==> src/rtl/aes_dec_ingress.sv <==
// Block assembler, key holder and flow control wrapped around the inverse-AES core.
// Define AES_CBC_EN to add CBC chaining (IV load, in-flight ciphertext, result XOR).
module aes_dec_ingress #(
    parameter int unsigned TIMEOUT = 16,
    parameter int unsigned TCNT_W  = 5
) (
    input  logic         clk,
    input  logic         resetn,
    input  logic         s_valid,
    output logic         s_ready,
    input  logic [31:0]  s_data,
    input  logic         key_load,
    input  logic [127:0] key_data,
    input  logic [127:0] iv_data,
    output logic         key_ready,
    output logic         core_valid_out,
    output logic [127:0] core_data_out,
    output logic [127:0] core_key_out,
    input  logic         core_res_valid_in,
    input  logic [127:0] core_res_in,
    output logic         m_valid,
    input  logic         m_ready,
    output logic [127:0] m_data,
    output logic         err_timeout
);

    localparam logic [0:0] ST_IDLE = 1'b0;
    localparam logic [0:0] ST_BUSY = 1'b1;

    localparam logic [TCNT_W-1:0] TCNT_ONE  = TCNT_W'(1);
    localparam logic [TCNT_W-1:0] TCNT_LAST = TCNT_W'(TIMEOUT - 1);

    logic [0:0]        state_q, state_d;
    logic [1:0]        cnt_q, cnt_d;
    logic              full_q, full_d;
    logic [127:0]      blk_q, blk_d;
    logic [127:0]      key_q, key_d;
    logic [TCNT_W-1:0] tcnt_q, tcnt_d;
    logic              m_valid_q, m_valid_d;
    logic [127:0]      m_data_q, m_data_d;
    logic              err_q, err_d;
`ifdef AES_CBC_EN
    logic [127:0]      chain_q, chain_d;
    logic [127:0]      inflight_q, inflight_d;
`else
    logic              unused_iv;
    assign unused_iv = ^iv_data;
`endif

    logic s_accept;
    logic start;
    logic key_ok;

    assign s_accept = s_valid & ~full_q;
    // The core has no busy flag: start only when idle and the output slot is empty.
    assign start    = full_q & (state_q == ST_IDLE) & ~m_valid_q;
    assign key_ok   = (state_q == ST_IDLE) & ~start;

    always_comb begin
        state_d   = state_q;
        cnt_d     = cnt_q;
        full_d    = full_q;
        blk_d     = blk_q;
        key_d     = key_q;
        tcnt_d    = tcnt_q;
        m_valid_d = m_valid_q;
        m_data_d  = m_data_q;
        err_d     = err_q;
`ifdef AES_CBC_EN
        chain_d    = chain_q;
        inflight_d = inflight_q;
`endif

        if (s_accept) begin
            blk_d = {blk_q[95:0], s_data};
            cnt_d = cnt_q + 2'd1;
            if (cnt_q == 2'd3) begin
                full_d = 1'b1;
            end
        end

        if (key_load && key_ok) begin
            key_d = key_data;
`ifdef AES_CBC_EN
            chain_d = iv_data;
`endif
        end

        if (m_valid_q && m_ready) begin
            m_valid_d = 1'b0;
        end

        if (start) begin
            full_d  = 1'b0;
            state_d = ST_BUSY;
            tcnt_d  = '0;
`ifdef AES_CBC_EN
            inflight_d = blk_q;
`endif
        end

        if (state_q == ST_BUSY) begin
            if (core_res_valid_in) begin
`ifdef AES_CBC_EN
                m_data_d = core_res_in ^ chain_q;
                chain_d  = inflight_q;
`else
                m_data_d = core_res_in;
`endif
                m_valid_d = 1'b1;
                state_d   = ST_IDLE;
            end else if (tcnt_q == TCNT_LAST) begin
                // Drop the block; the chain is left as it was.
                err_d   = 1'b1;
                state_d = ST_IDLE;
            end else begin
                tcnt_d = tcnt_q + TCNT_ONE;
            end
        end
    end

    always_ff @(posedge clk) begin
        if (!resetn) begin
            state_q   <= ST_IDLE;
            cnt_q     <= 2'd0;
            full_q    <= 1'b0;
            blk_q     <= '0;
            key_q     <= '0;
            tcnt_q    <= '0;
            m_valid_q <= 1'b0;
            m_data_q  <= '0;
            err_q     <= 1'b0;
`ifdef AES_CBC_EN
            chain_q    <= '0;
            inflight_q <= '0;
`endif
        end else begin
            state_q   <= state_d;
            cnt_q     <= cnt_d;
            full_q    <= full_d;
            blk_q     <= blk_d;
            key_q     <= key_d;
            tcnt_q    <= tcnt_d;
            m_valid_q <= m_valid_d;
            m_data_q  <= m_data_d;
            err_q     <= err_d;
`ifdef AES_CBC_EN
            chain_q    <= chain_d;
            inflight_q <= inflight_d;
`endif
        end
    end

    assign s_ready        = ~full_q;
    assign key_ready      = key_ok;
    assign core_valid_out = start;
    assign core_data_out  = blk_q;
    assign core_key_out   = key_q;
    assign m_valid        = m_valid_q;
    assign m_data         = m_data_q;
    assign err_timeout    = err_q;

endmodule

==> config.mk <==
export PLATFORM = sky130hd
export DESIGN_NAME = aes_dec_ingress
export DESIGN_NICKNAME = d
export VERILOG_FILES = /design/src/rtl/aes_dec_ingress.sv
export SDC_FILE = /design/constraint.sdc
export NUM_CORES = 1
export LEC_CHECK = 0
export ABC_AREA = 1
export CAP_MARGIN = 20
export CORE_AREA = 2 2 311 313
export CTS_CLUSTER_DIAMETER = 80
export DETAILED_ROUTE_END_ITERATION = 7
export DIE_AREA = 0 0 313 315
export GPL_TIMING_DRIVEN = 0
export PLACE_DENSITY = 0.47
export REMOVE_ABC_BUFFERS = 1
export SYNTH_ARGS = -nofsm -noshare
export SYNTH_HDL_FRONTEND = slang
export SYNTH_SLANG_ARGS = --single-unit
==> constraint.sdc <==
create_clock -name clk -period 2.3 [get_ports clk]
set_input_delay 0.46 -clock clk [delete_from_list [all_inputs] [get_ports clk]]
set_output_delay 0.46 -clock clk [all_outputs]
set_load 0.02 [all_outputs]
Yosys cells after proc, flatten, opt, wreduce, memory -nomap -nowiden

Index checks and enable logic that the tools add are counted.

Word-level logic and storage cells: 40
Output and inout bits: 389
Bits in registers: 395

$add $sub $neg: 2
Mux-type cells: 11
Equality and inequality tests: 2
Bitwise gates (word level): 10
Reductions and logical operators: 6

Operators by type and width:

| kind                  | count |
|---|---|
| $mux W5               | 4 |
| $mux W1               | 7 |
| $not A1 Y1            | 6 |
| $add A5 B1 Y5 const B | 1 |
| $eq A5 B4 Y1 const B  | 1 |
| $and A1 B1 Y1         | 4 |
| $reduce_and A2 Y1     | 2 |
| $reduce_and A3 Y1     | 1 |
| $add A2 B1 Y2 const B | 1 |
| $eq A2 B2 Y1 const B  | 1 |
| $logic_and A1 B1 Y1   | 2 |
| $reduce_or A2 Y1      | 1 |

Logic depth before layout (Yosys ltp)

Gate-level depths: netlist (run 1).

Depth after elaboration: 7
Depth in mapped cells: 7
Mapped depth without buffers: 7

Worst setup path before layout (run 1)

No wires, ideal clock.

Kind: reg-to-output
From: reg m_valid_q, in the netlist m_valid
To: out key_ready
Setup slack: 661 ps
Arrival: 1179 ps
Cell stages (with the launch flop): 5
Path buffers: 0
Cell sequence: dfxtp_1 > inv_1 > nand2_1 > nor2_1 > nor2_1

Longest elaborated chain between the ends: 4

Ends and longest elaborated chain:

| item                     | RTL line | RTL |
|---|---|---|
| start: declaration       | 39       | `logic m_valid_q, m_valid_d;` |
| start signal: assignment | 144      | `m_valid_q <= m_valid_d;` |
| $not A1 Y1               | 56       | `assign start = full_q & (state_q == ST_IDLE) & ~m_valid_q;` |
| $and A1 B1 Y1            | 56       |  |
| via core_valid_out       | 16       | `output logic core_valid_out,` |
| $not A1 Y1               | 57       | `assign key_ok = (state_q == ST_IDLE) & ~start;` |
| $and A1 B1 Y1            | 57       |  |
| end: declaration         | 15       | `output logic key_ready,` |

The timed path passes the listed nets, and every way through them passes these cells.

Final worst setup path (run 1)

From: reg blk_q[14], in the netlist core_data_out[14]
To: out core_data_out[14]

RTL lines:

| item                     | RTL line | RTL |
|---|---|---|
| start: declaration       | 36       | `logic [127:0] blk_q, blk_d;` |
| start signal: assignment | 141      | `blk_q <= blk_d;` |
| end: declaration         | 17       | `output logic [127:0] core_data_out,` |

No word-level cell between the ends.

==> results.md, run 1 <==
* Status: finished, final reports clean
* Yosys warns at 0
* Core box area at 95700 um2
* Die Footprint at slightly below 100000 um2
* Hold slack at approximately 0.32 ns
* Avg Cell Area, Syn at 7.96 um2
* Top delay family on crit path: buffers and inverters
* Vias at 13199
* Root buf cell: clkbuf_16
* Max_slew headroom at 0.430
* Routed len/inst at between 15 and 20 um
* CP Capture Type: primary output
* Pleak at between 0.008 and 0.009 uW
* Share of layout cells above drive strength 1 at 0.0443
* Final Max Slew Viols at 0
* FF-to-FF setup slack at 0.20 ns
* CTS tree: yes
* CP arrival at 1.75 ns
* Ys async rst share at 0
* Critical-path maximum fanout at 3
* CTS Buf Count at just over 50
* Multi-input gate area at about 4800 um2
* Cells after synthesis at 1737
* Final wirelength at 57700 um
* Vias per cell at 3.59
* Overall routing resource usage at 0.106
* Hold Crit Class: in -> reg
* Area leader, netlist: dfxtp_1
* Hold EP: core_data_out[94]
* Maxcap violations at 0
* Worst Setup Start Kind: flop
* CTS H-tree lvls at 2
* Slowest cell on crit path: clkdlybuf4s50_1
* Fmax at between 400 and 500 MHz
* CP cell instances: clkdlybuf4s50_1
* Die Y at roughly 320 um
* Pwr dens at 772 nW/um2
* Hold depth at 3
* VDD IR max at approximately 0.55 mV
* Worst-Margin Slew at about 0.85 ns
* Setup TNS at 0 ns
* RePlAce Congestion at slightly above 0.7
* Cells on worst reg2reg path at 7
* Mapped cell area at about 14000 um2
* Vias in the first global route at approximately 12000
* Die width at 313 um
* Largest net degree at the start of global routing at 157
* Hold Buf Count CTS at 0
* Critical path buffers and inverters at 1
* First-pass GRT wire length at 80200 um
* Fin crit share at 0.963
* Ranking of synthesized cells by area: dfxtp_1 (57%), nor2_1 (14%), o21ai_0 (13%), a21oi_1 (4.9%), inv_1 (3.7%)
* HPWL Detailed at 38100 um
* Top_reg_cell synth: dfxtp_1
* ANT nets after route at 0
* Clock transition at path regs at 0.05 ns
* Initial antenna violation count at 8
* CTS Buffer Depth at 3
* Required time of the critical path at 1.84 ns
* Layout Nets at 2783
* Clock latency at the later pin of the worst-skew pair at about 0.60 ns
* Worst Setup Path Type: reg -> out
* IO buf count at approximately 680
* Seq cells post-synth at approximately 400
* Launch point of the worst reg-to-reg path: state_q
* Top-count cell post-synth: nor2_1
* FF+latch area at between 7000 and 8000 um2
* Post-synth top area share at 0.572
* Iter 0 DRT Violations at 663
* Final-layout fill cell count at between 10000 and 15000
* Row count at 114
* Final Hold Violating Endpoints at 0
* HP Start: resetn
* Ports at 811
* Total congestion overflow at 0
* Post-route DRC at 0
* Unique cell type count in the Yosys netlist at 21
* First-pass DRT Iterations at 6
* Area delta synth->final at 71.2%
* Reg2Reg Capture Point: core_key_out[106]
* Post-synth EDFFs at 0
* Final setup vio count at 0
* Post-layout min period at 2.21 ns
* Synth cell count leaders: nor2_1 (529), dfxtp_1 (395), o21ai_0 (371), inv_1 (137), a21oi_1 (134)
* Starting Density at 0.144
* RSZ-0062 raised after global routing: no
* Seq/Total Area, Yosys at 0.572
* Clock sink count at slightly below 400
* Setup Skew at 0.0158 ns
* Crit path largest cell delay at approximately 0.68 ns
[how the worst max path moves through the flow]
stage / slack, ns / start / cells past startpoint / to
global route: 0.004 / full_q / 6 / core_data_out[69]
detailed placement: -0.72 / core_res_valid_in / 6 / m_data[104]
floorplan: -1.43 / m_valid / 5 / core_key_out[0]
finish: 0.09 / core_data_out[14] / 1 / core_data_out[14]
global placement: -13.19 / resetn / 3 / core_data_out[49]
CTS: 0.003 / m_valid / 8 / core_key_out[65]
[final cells by class]
type                            instances  share of cell area
Sequential cell                       395               0.334
Timing Repair Buffer                  692               0.299
Multi-Input combinational cell       1079               0.204
Tap cell                             1276              0.0674
Inverter                              140              0.0232
Antenna cell                            4            0.000423
Clock buffer                           77              0.0649
Clock inverter                         12             0.00676
[layer usage]
layer | GRT usage | part of all wire | vias to the layer above
li1 | - | - | 6818
met1 | 0.128 | 0.42 | 5860
met2 | 0.170 | 0.46 | 439
met3 | 0.0495 | 0.095 | 74
met4 | 0.0285 | 0.019 | 8
met5 | 0 | 0.00088 | -
[flip-flops by register name, summed over array words and instances (netlist names)]
| name | cells |
|---|---|
| err_timeout | 1 |
| full_q | 1 |
| core_key_out | 128 |
| cnt_q | 2 |
| state_q | 1 |
| m_valid | 1 |
| tcnt_q | 5 |
| core_data_out | 128 |
| m_data | 128 |
[layout by cell type, fill, tap and decap left out, types with 2 or more instances in the layout]
master / synthesis / routed
clkdlybuf4s50_1: 0 / 676
nor2_1: 529 / 528
dfxtp_1: 395 / 393
o21ai_0: 371 / 361
inv_1: 137 / 136
a21oi_1: 134 / 134
clkbuf_16: 0 / 54
o21ai_1: 15 / 24
clkbuf_8: 0 / 12
clkbuf_1: 56 / 12
nand2_1: 12 / 11
buf_16: 0 / 7
diode_2: 0 / 4
nand2_4: 0 / 4
nand3_1: 4 / 4
inv_8: 0 / 3
clkinv_2: 0 / 3
bufinv_16: 0 / 3
nand2_8: 0 / 2
inv_2: 3 / 2
nand4_1: 2 / 2
ha_1: 2 / 2
clkinvlp_4: 0 / 2
dlygate4sd2_1: 0 / 2
[cells by family after synthesis]
kind of cell             count (synthesis)  synth area share
adder cells (fa/ha/maj)                  2           0.00181
buffers and inverters                  267            0.0858
XOR/XNOR                                 1          0.000634
AO/OA/AOI/OAI                          520             0.188
flip-flops                             395             0.572
AND/OR/NAND/NOR                        552             0.152
[power breakdown]
group	internal (uW)	total, uW	switching (uW)
registers	7230	7450	221
logic	1340	2730	1400
clock network	4930	8090	3170
[metrics by stage]
stage,area [um2],std cells,util,setup slack [ns],power [uW]
2_1_floorplan,13200,1610,-,-1.43,8650
3_3_place_gp,21600,3568,0.226,-13.19,10500
3_5_place_dp,21800,3575,0.228,-0.722,10300
4_1_cts,23600,3667,0.247,0.00342,18700
5_1_grt,23700,3671,0.247,0.00373,19200
6_report,23700,3675,0.247,0.0855,18300
[timing repair]
| item | CTS | global route |
|---|---|---|
| pin swaps | 3 | 3 |
| setup buffers | 1 | 0 |
| cloned | 2 | 4 |
| resized for setup | 27 | 7 |
| setup endpoints to repair | 250 | 130 |
Note: power is estimated with default switching activity, not from simulation.
==> run 2: changes to the inputs <==
REMOVE_ABC_BUFFERS = not set   (was 1)
==> run 2 against run 1 <==
Net effect: clock-buffer cell count is 1 lower; maximum frequency hardly changed; non-clock buffer count is 116 higher; utilization is 0.18 points higher; power is 0.77% lower; hold slack better by 0.12 ns; flip-flop and latch count stayed put; critical endpoint is now core_data_out[22]; largest power group unchanged; highest routed layer unchanged.
==> results.md, run 2 (synthesis results as in run 1) <==
* Vias per cell at 3.66 (+1.9%)
* Launch point of the worst reg-to-reg path: state_q
* Crit path from: core_data_out[22]
* Reg2Reg Capture Point: m_data[22]
* CP Capture Type: primary output
* Worst-Margin Slew at 0.871 ns (+0.0156 ns)
* Setup TNS at 0 ns (unchanged)
* Clock sink count at 395 (unchanged)
* Post-route DRC at 0 (unchanged)
* Die Y at 315 um (unchanged)
* RePlAce Congestion at 0.812 (+12%)
* CP cell instances: clkdlybuf4s50_1
* Antenna cells at 0 (-4)
* Initial antenna violation count at 7 (-1)
* Routed len/inst at 17.7 um (+13%)
* Critical path depth in cells at 1 (unchanged)
* Die Footprint at 98600 um2 (unchanged)
* Syn nets at 2161
* Status: finished, final reports clean
* Area delta synth->final at 72.5%
* CP arrival at 1.76 ns (about the same)
* Final Hold Violating Endpoints at 0 (unchanged)
* First-pass DRT Iterations at 5 (-1)
* CTS tree: yes
* Total congestion overflow at 0 (unchanged)
* Final wirelength at 67100 um (+16%)
* ANT nets after route at 0 (unchanged)
* Top delay family on crit path: buffers and inverters
* Root buf cell: clkbuf_16
* Critical-path maximum fanout at 3 (unchanged)
* Slowest cell on crit path: clkdlybuf4s50_1
* Post-layout min period at 2.22 ns (+0.00129 ns)
* FF-to-FF setup slack at 0.53 ns (+0.33 ns)
* First-pass GRT wire length at 93500 um (+17%)
* Final Max Slew Viols at 0 (unchanged)
* Die width at 313 um (unchanged)
* Vias at 13838 (+4.8%)
* Row count at 114 (unchanged)
* Cts repair resizes at 17 (-37%)
* Required time of the critical path at 1.84 ns (about the same)
* Inst Count DP at 3694 (+3.3%)
* Fin crit share at 0.963 (about the same)
* IO buf count at 681 (-0.15%)
* Max_slew headroom at 0.420 (-0.0104)
* Share of layout cells above drive strength 1 at 0.0615 (+0.0172)
* Worst Setup Path Type: reg -> out
* CTS Buf Count at 52 (+2.0%)
* Layout Nets at 2896 (+4.1%)
* Cells on worst reg2reg path at 5 (-2)
* Iter 0 DRT Violations at 587 (-11%)
* RSZ-0062 raised after global routing: no
* Crit path largest cell delay at 0.70 ns (+0.02 ns)
* Hold Buf Count CTS at 0 (unchanged)
* CTS H-tree lvls at 2 (unchanged)
* Critical path buffers and inverters at 1 (unchanged)
* Clock transition at path regs at 0.06 ns (about the same)
* Ports at 811 (unchanged)
* Maxcap violations at 0 (unchanged)
* Worst Setup Start Kind: flop
* Vias in the first global route at 13209 (+7.8%)
* CTS Buffer Depth at 3 (unchanged)
* Fin cells at 3782 (+2.9%)
* Setup Skew at 0.0216 ns (+0.00585 ns)
* Pleak at 0.00892 uW (+2.4%)
* Worst setup endpoint: core_data_out[22]
* Most common cell after layout, fill and taps aside: clkdlybuf4s50_1
* Pwr dens at 760 nW/um2 (-1.5%)
* Setup bufs post-CTS at 0 (-1)
* Fmax at 451 MHz (about the same)
* Hold Crit Class: reg -> reg
* Starting Density at 0.144 (unchanged)
* Clock latency at the later pin of the worst-skew pair at 0.62 ns (+0.02 ns)
* Overall routing resource usage at 0.130 (+0.0233)
* HPWL Detailed at 53700 um (+41%)
* Final setup vio count at 0 (unchanged)
* Commonest cells after routing, fill and taps aside: clkdlybuf4s50_1 (672), nor2_1 (528), dfxtp_1 (395)
* Core box area at 95700 um2 (unchanged)
* Largest net degree at the start of global routing at 13 (-92%)
* VDD IR max at 0.458 mV (-16%)
==> run 2: cell types whose count changed in the layout (fill, tap and decap cells not counted), moves of 7 or more <==
cell	previous run	this run
clkbuf_1	12	71
buf_2	0	50
buf_6	0	11
buf_4	1	11
o21ai_0	361	371
o21ai_1	24	15
buf_16	7	0
==> run 2: cell type report <==
cell class	instances	area, um2
plain buffers	127	661
clock buffers	76	1490
clock inverters	12	115
fillers	10565	71900
inverters	140	526
multi-input cells	1075	4740
flip-flops and latches	395	7910
well taps	1276	1600
repair buffers	681	6810
==> run 2: report_power, final <==
| part | internal (uW) | switching [uW] | leakage [uW] |
|---|---|---|---|
| clock | 4590 | 3250 | 0.000789 |
| sequential | 7230 | 251 | 0.00325 |
| combinational | 1350 | 1470 | 0.00488 |
| total | 13200 | 4960 | 0.00892 |
==> run 2: per-layer routing <==
metal / vias up / wire length [um] / global-route usage
met4: 12 / 1890 / 0.0457
met3: 103 / 6230 / 0.0529
met2: 453 / 31300 / 0.212
met1: 6232 / 27700 / 0.152
met5: - / 79 / 0
li1: 7038 / - / -
==> run 2: through the flow <==
step,util,cell area (um2),hold WS (ns),total power (uW),worst slack (ns)
6_report,0.249,23800,0.442,18100,0.0842
5_1_grt,0.249,23800,0.429,19000,0.00992
4_1_cts,0.249,23800,0.391,18500,0.00646
3_5_place_dp,0.232,22200,0.435,10500,-0.228
3_3_place_gp,0.232,22200,0.432,10500,-0.210
2_1_floorplan,-,13800,0.437,8770,0.661
==> run 2: worst min path at each step <==
stage	start	to	slack (ns)	cells past startpoint
5_1_grt	key_data[73]	core_key_out[73]	0.43	3
3_5_place_dp	core_key_out[118]	core_key_out[118]	0.43	2
3_3_place_gp	core_key_out[88]	core_key_out[88]	0.43	2
6_report	core_key_out[43]	core_key_out[43]	0.44	2
2_1_floorplan	tcnt_q[4]	tcnt_q[4]	0.44	2
4_1_cts	core_res_in[41]	m_data[41]	0.39	3
==> edit (flow settings as in run 2) <==
`TCNT_W`: 5 -> 7.
--- a/src/rtl/aes_dec_ingress.sv
+++ b/src/rtl/aes_dec_ingress.sv
@@ -3,5 +3,5 @@
 module aes_dec_ingress #(
     parameter int unsigned TIMEOUT = 16,
-    parameter int unsigned TCNT_W  = 5
+    parameter int unsigned TCNT_W  = 7
 ) (
     input  logic         clk,
Behaviour: no difference found for any inputs over 4 cycles, from zero or initial values and one cycle with resetn low; that may be too few to reach the edited logic, so the function may still have changed.
==> edit against run 2 <==
Sequential cell count rose by 2; combinational power down 5%; total power is 1.6% lower; cell area up 0.47%; count of clock-buffer cells in the layout decreased by 9; routed wire length up 1.3%; die area unchanged; final cell count increased by 1.1%; setup slack gained 27 ps; via count up 4.5%; area after synthesis increased by 0.78%; largest cell class unchanged; largest power group unchanged.
==> edit: results (changes against run 2) <==
Power and ir drop:
- The peak supply drop is 0.778 mV (+70%).
- The leakage power of the design is 8.69 nW (-2.6%).

Timing:
- The final worst-path setup slack is 111 ps (+27.1 ps).
- The setup clock skew after layout is 16.6 ps (-5.03 ps).

Hold path:
- The cell depth of the worst hold path was 3 (+1).
- The path type of the worst min-delay path is primary input to register.
- The end of the worst hold path is core_key_out[25]$_SDFFE_PN0P_.

Route:
- The routed length on met1 was 29.1 mm (+5.1%).
- The initial DRC count is 712 (+21%).
- The post-detailed-route wirelength per cell is 17.8 um (+0.19%).
- The met2 layer wire length in the routed design is 31.3 mm (+0.21%).
- The via-per-instance ratio came to 3.78 (+3.4%).

Synth:
- The count of cell types in the netlist was 20 (-4.8%).
- In the synthesized netlist, the cells that appear most often are nor2_1 (527), dfxtp_1 (397), o21ai_0 (239), nand2_1 (148).
- Ranked by total cell area, the synthesized netlist is headed by dfxtp_1 (57%), nor2_1 (14%), o21ai_0 (8.6%).

Worst setup path:
- The peak per-stage delay on the critical path is 680 ps (-20 ps).
- The critical path starts at core_data_out[94]$_SDFFE_PN0P_.
- The slack of the worst reg-to-reg path is 240 ps (-290 ps).
- The data arrival time of the worst path is 1730 ps (-30 ps).
- The logic depth of the worst register-to-register path came to 6 (+1).
- The critical path capture point is core_data_out[94].

Placed design:
- The half-perimeter wire length after placement came to 53.6 mm (about the same).
- The worst slack at placement was -960 ps (-732 ps).
- The routability-driven placement congestion ratio is 0.831 (+2.3%).

GRT:
- The met2 track utilization from global routing came to 0.216 (+0.00327).
- The fraction of met3 tracks used by global routing is 0.0437 (-0.00914).
- The all-layer global routing usage is 0.131 (+0.00153).
- The number of antenna violations at the first check in global routing came to 9 (+2).
- The wire length of the first global-routing pass was 96.2 mm (+2.9%).
- The met1 routing resource usage after global routing was 0.159 (+0.00649).

Run status:
- The flow ran to the end, and the final reports show no timing, DRC or antenna violations.

Cells and area:
- The net total in the final layout is 2933 (+1.3%).
[edit: cells by family (layout without fill, tap and decap cells)]
logic type / Yosys count / in the layout / share of synthesized area
simple gates: 816 / 816 / 0.233
compound gates: 400 / 400 / 0.144
flops: 397 / 397 / 0.570
buf+inv: 156 / 925 / 0.0498
fa+ha+maj: 2 / 2 / 0.00180
xor+xnor: 2 / 2 / 0.00126
other cells: 0 / 4 / 0
[edit: area by class of cell]
type / instances / area [um2] / area share
Buffer: 141 / 652 / 0.0272
Clock buffer: 67 / 1400 / 0.0583
Multi-Input combinational cell: 1220 / 5300 / 0.221
Tap cell: 1276 / 1600 / 0.0666
Clock inverter: 18 / 169 / 0.00705
Sequential cell: 397 / 7950 / 0.332
Inverter: 15 / 56.3 / 0.00235
Timing Repair Buffer: 684 / 6830 / 0.285
Antenna cell: 4 / 10.0 / 0.000418
[edit: per-stage QoR]
stage               utilization  cells  TNS [ps]  hold WS (ps)
floorplan                     -   1773         0           459
global placement          0.233   3730   -106330           448
detailed placement        0.233   3730   -105140           452
CTS                       0.250   3818         0           367
global route              0.250   3818         0           401
finish                    0.250   3822         0           438
[edit: tightest hold or removal path, delay by kind of cell]
kind	cells	cell delay [ps]
buffers and inverters	1	400
and+or+nand+nor	1	80
AOI/OAI and AO/OA	1	60
[edit: what timing repair did]
action                                  4_1_cts  5_1_grt
gates cloned                                  0        0
endpoints found under the setup margin       19        5
pin swaps                                     2        0
endpoints found under the hold margin         0        0
setup buffers                                 3        0
resized for setup                            21        5
[edit: report_power, final]
group | internal, W | leakage, nW | switching [W]
clock network | 0.00447 | 0.774 | 0.00323
registers | 0.00722 | 3.25 | 0.000233
logic | 0.00129 | 4.66 | 0.00140
total | 0.0130 | 8.69 | 0.00486
